==> src/rtl/ov7670_capture.sv <==
// OV7670 RGB565 capture: pairs PCLK-domain bytes into pixels and emits linear frame-buffer writes.
// Optional CAPTURE_DECIMATE_EN keeps only even pixels of even lines (2x2 decimation).
module ov7670_capture #(
    parameter int H_ACTIVE = 640,
    parameter int V_ACTIVE = 480,
    parameter int ADDR_W   = 19
) (
    input  logic              clk_24,
    input  logic              rst_n,
    input  logic              config_finished,
    input  logic              vsync,
    input  logic              href,
    input  logic [7:0]        d,
    output logic              wr_en,
    output logic [ADDR_W-1:0] wr_addr,
    output logic [15:0]       wr_data,
    output logic              frame_done,
    output logic              line_err,
    output logic [7:0]        frame_cnt
);

`ifdef CAPTURE_DECIMATE_EN
    localparam int MAX_PIX = (H_ACTIVE / 2) * (V_ACTIVE / 2);
`else
    localparam int MAX_PIX = H_ACTIVE * V_ACTIVE;
`endif
    localparam logic [ADDR_W-1:0] PIX_LIMIT = ADDR_W'(MAX_PIX);
    localparam logic [15:0]       H_LIM     = 16'(H_ACTIVE);
    localparam logic [15:0]       V_LIM     = 16'(V_ACTIVE);

    typedef enum logic [1:0] {IDLE, WAIT_VS, SYNC, CAPTURE} state_t;

    state_t            state, state_nx;
    logic              rst_meta, rst_sync_n;
    logic              vs_r, vs_q, href_r, href_q;
    logic [7:0]        d_r, hi;
    logic              phase;
    logic [15:0]       pix_cnt, line_cnt;
    logic [ADDR_W-1:0] px_idx;
    logic              start, fin, active, keep, vs_rise, vs_fall, href_fall;

    // Async assert, synchronous release of the internal reset
    always_ff @(posedge clk_24 or negedge rst_n) begin
        if (!rst_n) begin
            rst_meta   <= 1'b0;
            rst_sync_n <= 1'b0;
        end else begin
            rst_meta   <= 1'b1;
            rst_sync_n <= rst_meta;
        end
    end

    always_ff @(posedge clk_24 or negedge rst_sync_n) begin
        if (!rst_sync_n) begin
            vs_r   <= 1'b0;
            vs_q   <= 1'b0;
            href_r <= 1'b0;
            href_q <= 1'b0;
            d_r    <= 8'd0;
        end else begin
            vs_r   <= vsync;
            vs_q   <= vs_r;
            href_r <= href;
            href_q <= href_r;
            d_r    <= d;
        end
    end

    assign vs_rise   = vs_r & ~vs_q;
    assign vs_fall   = ~vs_r & vs_q;
    assign href_fall = ~href_r & href_q;

`ifdef CAPTURE_DECIMATE_EN
    assign keep = ~line_cnt[0] & ~pix_cnt[0];
`else
    assign keep = 1'b1;
`endif

    always_ff @(posedge clk_24 or negedge rst_sync_n) begin
        if (!rst_sync_n) state <= IDLE;
        else             state <= state_nx;
    end

    always_comb begin
        state_nx = state;
        start    = 1'b0;
        fin      = 1'b0;
        if (!config_finished) begin
            state_nx = IDLE;
        end else begin
            case (state)
                IDLE:    state_nx = WAIT_VS;
                WAIT_VS: if (vs_r) state_nx = SYNC;
                SYNC:    if (vs_fall) begin
                    state_nx = CAPTURE;
                    start    = 1'b1;
                end
                CAPTURE: if (vs_rise) begin
                    state_nx = SYNC;
                    fin      = 1'b1;
                end
                default: state_nx = IDLE;
            endcase
        end
    end

    // A vsync rise ends the frame this cycle, so no write can coincide with frame_done
    assign active = (state == CAPTURE) && config_finished && !vs_rise;

    always_ff @(posedge clk_24 or negedge rst_sync_n) begin
        if (!rst_sync_n) begin
            wr_en      <= 1'b0;
            wr_addr    <= '0;
            wr_data    <= 16'd0;
            frame_done <= 1'b0;
            line_err   <= 1'b0;
            frame_cnt  <= 8'd0;
            hi         <= 8'd0;
            phase      <= 1'b0;
            pix_cnt    <= 16'd0;
            line_cnt   <= 16'd0;
            px_idx     <= '0;
        end else begin
            wr_en      <= 1'b0;
            frame_done <= fin;
            if (start) begin
                wr_addr  <= '0;
                px_idx   <= '0;
                pix_cnt  <= 16'd0;
                line_cnt <= 16'd0;
                line_err <= 1'b0;
                phase    <= 1'b0;
            end
            if (fin) begin
                frame_cnt <= frame_cnt + 8'd1;
                phase     <= 1'b0;
                pix_cnt   <= 16'd0;
            end
            if (active) begin
                if (href_r) begin
                    if (!phase) begin
                        hi    <= d_r;
                        phase <= 1'b1;
                    end else begin
                        phase   <= 1'b0;
                        pix_cnt <= pix_cnt + {15'd0, pix_cnt != 16'hFFFF};
                        if (keep && line_cnt < V_LIM && pix_cnt < H_LIM && px_idx < PIX_LIMIT) begin
                            wr_en   <= 1'b1;
                            wr_data <= {hi, d_r};
                            wr_addr <= px_idx;
                            px_idx  <= px_idx + 1'b1;
                        end
                    end
                end else if (href_fall) begin
                    // Odd trailing byte is dropped by resetting the phase
                    phase    <= 1'b0;
                    pix_cnt  <= 16'd0;
                    line_cnt <= line_cnt + {15'd0, line_cnt != 16'hFFFF};
                    if (pix_cnt != H_LIM) line_err <= 1'b1;
                end
            end
        end
    end

endmodule

==> config.mk <==
export PLATFORM = sky130hd
export DESIGN_NAME = ov7670_capture
export DESIGN_NICKNAME = d
export VERILOG_FILES = /design/src/rtl/ov7670_capture.sv
export SDC_FILE = /design/constraint.sdc
export NUM_CORES = 1
export LEC_CHECK = 0
export BUFFER_PORTS_ARGS = -buffer_cell sky130_fd_sc_hd__buf_2
export CORE_MARGIN = 4
export CORE_UTILIZATION = 45
export DETAILED_ROUTE_END_ITERATION = 8
export PLACE_DENSITY = 0.61
export REMOVE_ABC_BUFFERS = 1
export SLEW_MARGIN = 20
export SYNTH_ARGS = -nofsm -noshare
export SYNTH_HDL_FRONTEND = slang
export SYNTH_SLANG_ARGS = --single-unit
==> constraint.sdc <==
create_clock -name clk_24 -period 5.2 [get_ports clk_24]
set_input_delay 1.56 -clock clk_24 [delete_from_list [all_inputs] [get_ports clk_24]]
set_output_delay 1.56 -clock clk_24 [all_outputs]
set_load 0.02 [all_outputs]
# Yosys cells after proc, flatten, opt, wreduce, memory -nomap -nowiden
# Cells that the tools add are included.
# word_totals
mem_bits_ro	0
latch_bits	0
mem_bits_rw	0
memories	0
regBits	122
# classes
n_mul	0
n_lt_le_gt_ge	3
n_mux	46
addsub	4
div_mod_pow	0
shifts	0
eq_ne	9
n_bitwise	7
n_reduce_logical	9
# op_table
cell	count
19-bit two-way mux	10
16-bit two-way mux	10
16-bit by 1-bit adder with 16-bit output	2
16-bit inequality test, second input constant	2
1-bit two-way mux	21
19-bit by 1-bit adder with 19-bit output, second input constant	1
19-bit less-than comparator, second input constant	1
16-bit by 10-bit less-than comparator with 1-bit output, second input constant	1
16-bit by 9-bit less-than comparator with 1-bit output, second input constant	1
16-bit by 10-bit inequality test with 1-bit output, second input constant	1
3-bit inequality test, second input constant	3
8-bit by 1-bit adder with 8-bit output, second input constant	1
2-bit two-way mux	4
2-bit case mux with 4 select lines	1
3-bit AND reduction	2
2-bit == test, second input constant	2
1-bit logical AND	4
1-bit NOT	4
4-bit AND reduction	1
1-bit AND	3
2-bit by 1-bit == test with 1-bit output, second input constant	1
2-bit logical NOT	1
1-bit logical NOT	1

# Longest topological paths before layout
# depth
ltp_word	10
mapped_depth	11
mapped_depth_nobuf	11

# Least setup slack after synthesis
# Ideal clock, no wire load.
# synth_timing
path_kind	input port to flip-flop
start	input config_finished
end	register px_idx[8]
t_arrival_ns	2.832
stages	7
setup_slack_ns	2.229
required_ns	5.060
setup_time_ns	0.140
path_cell_list	and3_1 > o2111ai_1 > or3_1 > buf_2 > buf_2 > o311ai_0 > o41ai_1
# synth_between
elab_chain_len	6
word_cells_on_any_way	8
# synth_rtl
element	line_no	rtl
from (decl)	10	input logic config_finished,
1-bit two-way mux	88	if (!config_finished) begin
19-bit two-way mux	126	if (start) begin
19-bit two-way mux	147	if (keep && line_cnt < V_LIM && pix_cnt < H_LIM && px_idx < PIX_LIMIT) begin
19-bit two-way mux	141	if (!phase) begin
19-bit two-way mux	140	if (href_r) begin
19-bit two-way mux (*)	139	if (active) begin
to (signal assigned)	151	px_idx <= px_idx + 1'b1;
to (decl)	39	logic [ADDR_W-1:0] px_idx;
# Every way passes the cells marked *; elsewhere a longest branch is shown, timed or not.
# A chain may end at the register's enable or synchronous reset.

# Worst setup path after layout
# layout_timing
start	input config_finished
end	register wr_addr[2]
# layout_between
elab_chain_len	6
word_cells_on_any_way	8
# layout_rtl
element	line_no	rtl
1-bit two-way mux	88	
19-bit two-way mux	126	
19-bit two-way mux	147	
19-bit two-way mux	141	
19-bit two-way mux	140	
19-bit two-way mux (*)	139	
to (signal assigned)	150	wr_addr <= px_idx;
to (decl)	15	output logic [ADDR_W-1:0] wr_addr,
# Marked as above.

==> impl_metrics.json <==
{
  "drive_gt1_share_pct": 17.5,
  "avgRoutedWirePerCell_um": 14.6,
  "crit_chain": "buf_2, and3_1, o2111ai_1, or3_1, buf_4, inv_2, buf_4, o21ai_0",
  "worst-path-buf-inv": 4,
  "cts_root_buf": "clkbuf_16",
  "n_antenna_cell": 0,
  "synth_seq_cells": 122,
  "overflow": 0,
  "dp_hpwl_um": 7400,
  "first_global_vias": 4089,
  "synth-edff-count": 0,
  "dieArea_um2": 13800,
  "drt-vias-per-instance": 5.50,
  "syn_area_um2": 5380,
  "io_buffers": 58,
  "first_pass_iters": 4,
  "switching_power_w": 0.000489,
  "die-height_um": 117,
  "cts.htree.levels": 4,
  "max_slew_margin_pct": 39.8,
  "hold_viol": 0,
  "min_path_type": "reg2reg",
  "peakVddDrop_mv": 0.225,
  "holdBufCountCts": 0,
  "clk_latency_ps": 410,
  "final-instance-count-excl-fill": 765,
  "ys_seq_area_share_pct": 56.8,
  "syn_area_per_cell_um2": 9.78,
  "power.internal_w": 0.00177,
  "ant_nets": 0,
  "grt_max_degree": 69,
  "start_util_pct": 46.5,
  "route.vias.total": 4205,
  "numPlacedInstances": 735,
  "r2r-start": "px_idx[12]",
  "power.share.combinational_pct": 4.5,
  "post-cts-setup-buffer-count": 0,
  "critPathLaunch": "config_finished",
  "wl_um": 11100,
  "crit_family": "buffers and inverters",
  "endpoint_kind": "flip-flop",
  "cts_sinks": 122,
  "p_sw_share_pct": 21.7,
  "crit_fanout": 46,
  "clockPowerShare_pct": 49.7,
  "rsz0062_at_grt": "no",
  "num_rows": 39,
  "track_usage_pct": 17.1,
  "ys_async_sr_fraction_pct": 100,
  "p_leak_nw": 3.09,
  "min_period_over_period_pct": 64.1,
  "syn-instance-count": 550,
  "gp_congestion": 0.847,
  "clkTransAtPathRegs_ps": 50,
  "areaGrowthSynthToFinish_pct": 18.6,
  "clock_skew_ps": 10.4,
  "slowest_stage": "inv_2",
  "cap_violations": 0,
  "outcome": "complete, no violations",
  "setup_viol": 0,
  "max_freq_ghz": 0.300,
  "fp.dieW_um": 117,
  "grt_pass1_wl_um": 19400,
  "slew_viol_final": 0,
  "setup.worst_path.start_class": "input port",
  "worst_slew_pin_slew_ps": 896,
  "criticalPathCategory": "in2reg",
  "cts_made_buffers": 17,
  "synth_cell_types": 47,
  "core-area_um2": 11600,
  "hold_ws_ps": 349,
  "power_per_cell_area_nw_per_um2": 354,
  "cts_tree": "yes",
  "yosys_warnings": 0,
  "antenna_found_initial": 0,
  "remaining_drc_errors": 0,
  "min_period_ps": 3340,
  "drtIter0Drc": 373,
  "cp_slowest_stage_delay_ps": 510,
  "tns_ps": 0,
  "p_seq_share_pct": 45.7,
  "worstPathArrival_ps": 3610,
  "cpMostUsedCell": "buf_4",
  "worstHoldStart": "rst_meta",
  "post_cts_resized": 0,
  "layout.nets": 630,
  "cp.required_ps": 5480,
  "cts.path.max_buffers": 2,
  "ys.flop_type": "dfrtp_1",
  "io_pins": 59
}
## synthesized netlist by cell type, types with 4 or more instances
master    count  area (um2)
nand2_1     141         529
dfrtp_1     122        3050
o21ai_0      47         235
nand3_1      36         180
nor2_1       22        82.6
nand4_1      14        87.6
a21oi_1      13        65.1
clkbuf_1     13        48.8
mux2i_1      12         120
and3_1       10        62.6
mux2_2       10         113
nor3_1       10        50.1
xor2_1        9        78.8
buf_2         7        35.0
ha_1          6        75.1
nor4_1        6        37.5
o31ai_1       6        45.0
or3_1         6        37.5
xnor2_1       6        52.6
inv_1         5        18.8
and4_1        4        35.0
nand2b_1      4        25.0
o211ai_1      4        30.0
o41ai_1       4        35.0
or4_1         4        30.0
## cell usage in the layout (no fill, tap or decap), types with 4 or more instances in the layout
master / instances
clkbuf_16: 17
o41ai_1: 4
o211ai_1: 4
and3_1: 10
buf_2: 58
nand2b_1: 4
nand3_1: 36
dfrtp_1: 121
inv_1: 5
mux2i_1: 12
o21ai_0: 47
buf_4: 6
ha_1: 6
mux2_2: 10
and4_1: 4
a21oi_1: 13
nor4_1: 5
or3_1: 6
nor2_1: 22
nand4_1: 14
o31ai_1: 6
or4_1: 4
nor3_1: 10
xor2_1: 9
nand2_1: 141
xnor2_1: 6
## kinds of logic after synthesis
| group | count (synthesis) | share of synthesized area, % |
|---|---|---|
| other | 1 | 0.0697 |
| and+or+nand+nor | 267 | 22.9 |
| adders and majority gates | 6 | 1.40 |
| DFF | 122 | 56.8 |
| xor gates and xnor gates | 15 | 2.44 |
| AOI/OAI and AO/OA | 89 | 9.89 |
| buffers and inverters | 28 | 2.21 |
| muxes | 22 | 4.33 |
## sequential cells by signal (all words and copies together) (netlist names)
name,flops
d_r,8
frame_cnt,8
frame_done,1
hi,8
href_q,1
href_r,1
line_cnt,16
line_err,1
phase,1
pix_cnt,16
px_idx,19
rst_meta,1
rst_sync_n,1
state,2
vs_q,1
vs_r,1
wr_addr,19
wr_data,16
wr_en,1
## per-layer routing
| layer | share of wire [%] | global-route usage, % | vias up |
|---|---|---|---|
| met1 | 46 | 22.4 | 2034 |
| li1 | - | - | 2056 |
| met2 | 48 | 27.0 | 99 |
| met5 | 0 | 0 | - |
| met3 | 4.8 | 5.05 | 16 |
| met4 | 1.5 | 6.74 | 0 |
## metrics by stage
step | utilization, % | setup slack, ps | total power (W) | instance area (um2)
floorplan | - | 1500 | 0.00111 | 5280
global placement | 50.1 | 1470 | 0.00115 | 5800
detailed placement | 50.1 | 1390 | 0.00115 | 5800
CTS | 55.1 | 1840 | 0.00229 | 6370
global route | 55.1 | 1680 | 0.00236 | 6380
finish | 55.1 | 1860 | 0.00226 | 6380
## worst paths after layout
| path | to | slack, ps | cells past startpoint |
|---|---|---|---|
| max | wr_addr[2] | 1860 | 8 |
| min | rst_sync_n | 350 | 0 |
| max reg2reg | wr_addr[2] | 2330 | 7 |
| min reg2reg | rst_sync_n | 350 | 0 |
| max in group asynchronous | wr_addr[18] | 3560 | 1 |
| min in group asynchronous | pix_cnt[0] | 450 | 0 |
## power by group through the flow
stage               Clock, W  Combinational, W  Sequential (W)
detailed placement         0          0.000104         0.00105
global placement           0          0.000101         0.00105
finish               0.00112          0.000102         0.00103
global route         0.00120          0.000118         0.00104
floorplan                  0         0.0000507         0.00106
CTS                  0.00115          0.000105         0.00103
## cell type report
| class | count | area [um2] |
|---|---|---|
| Clock inverter | 7 | 92.6 |
| Tap cell | 143 | 179 |
| Clock buffer | 23 | 478 |
| Multi-Input combinational cell | 400 | 2210 |
| Fill cell | 1053 | 5190 |
| Timing Repair Buffer | 64 | 335 |
| Sequential cell | 122 | 3060 |
| Inverter | 6 | 22.5 |
(Power assumes the default switching activity.)
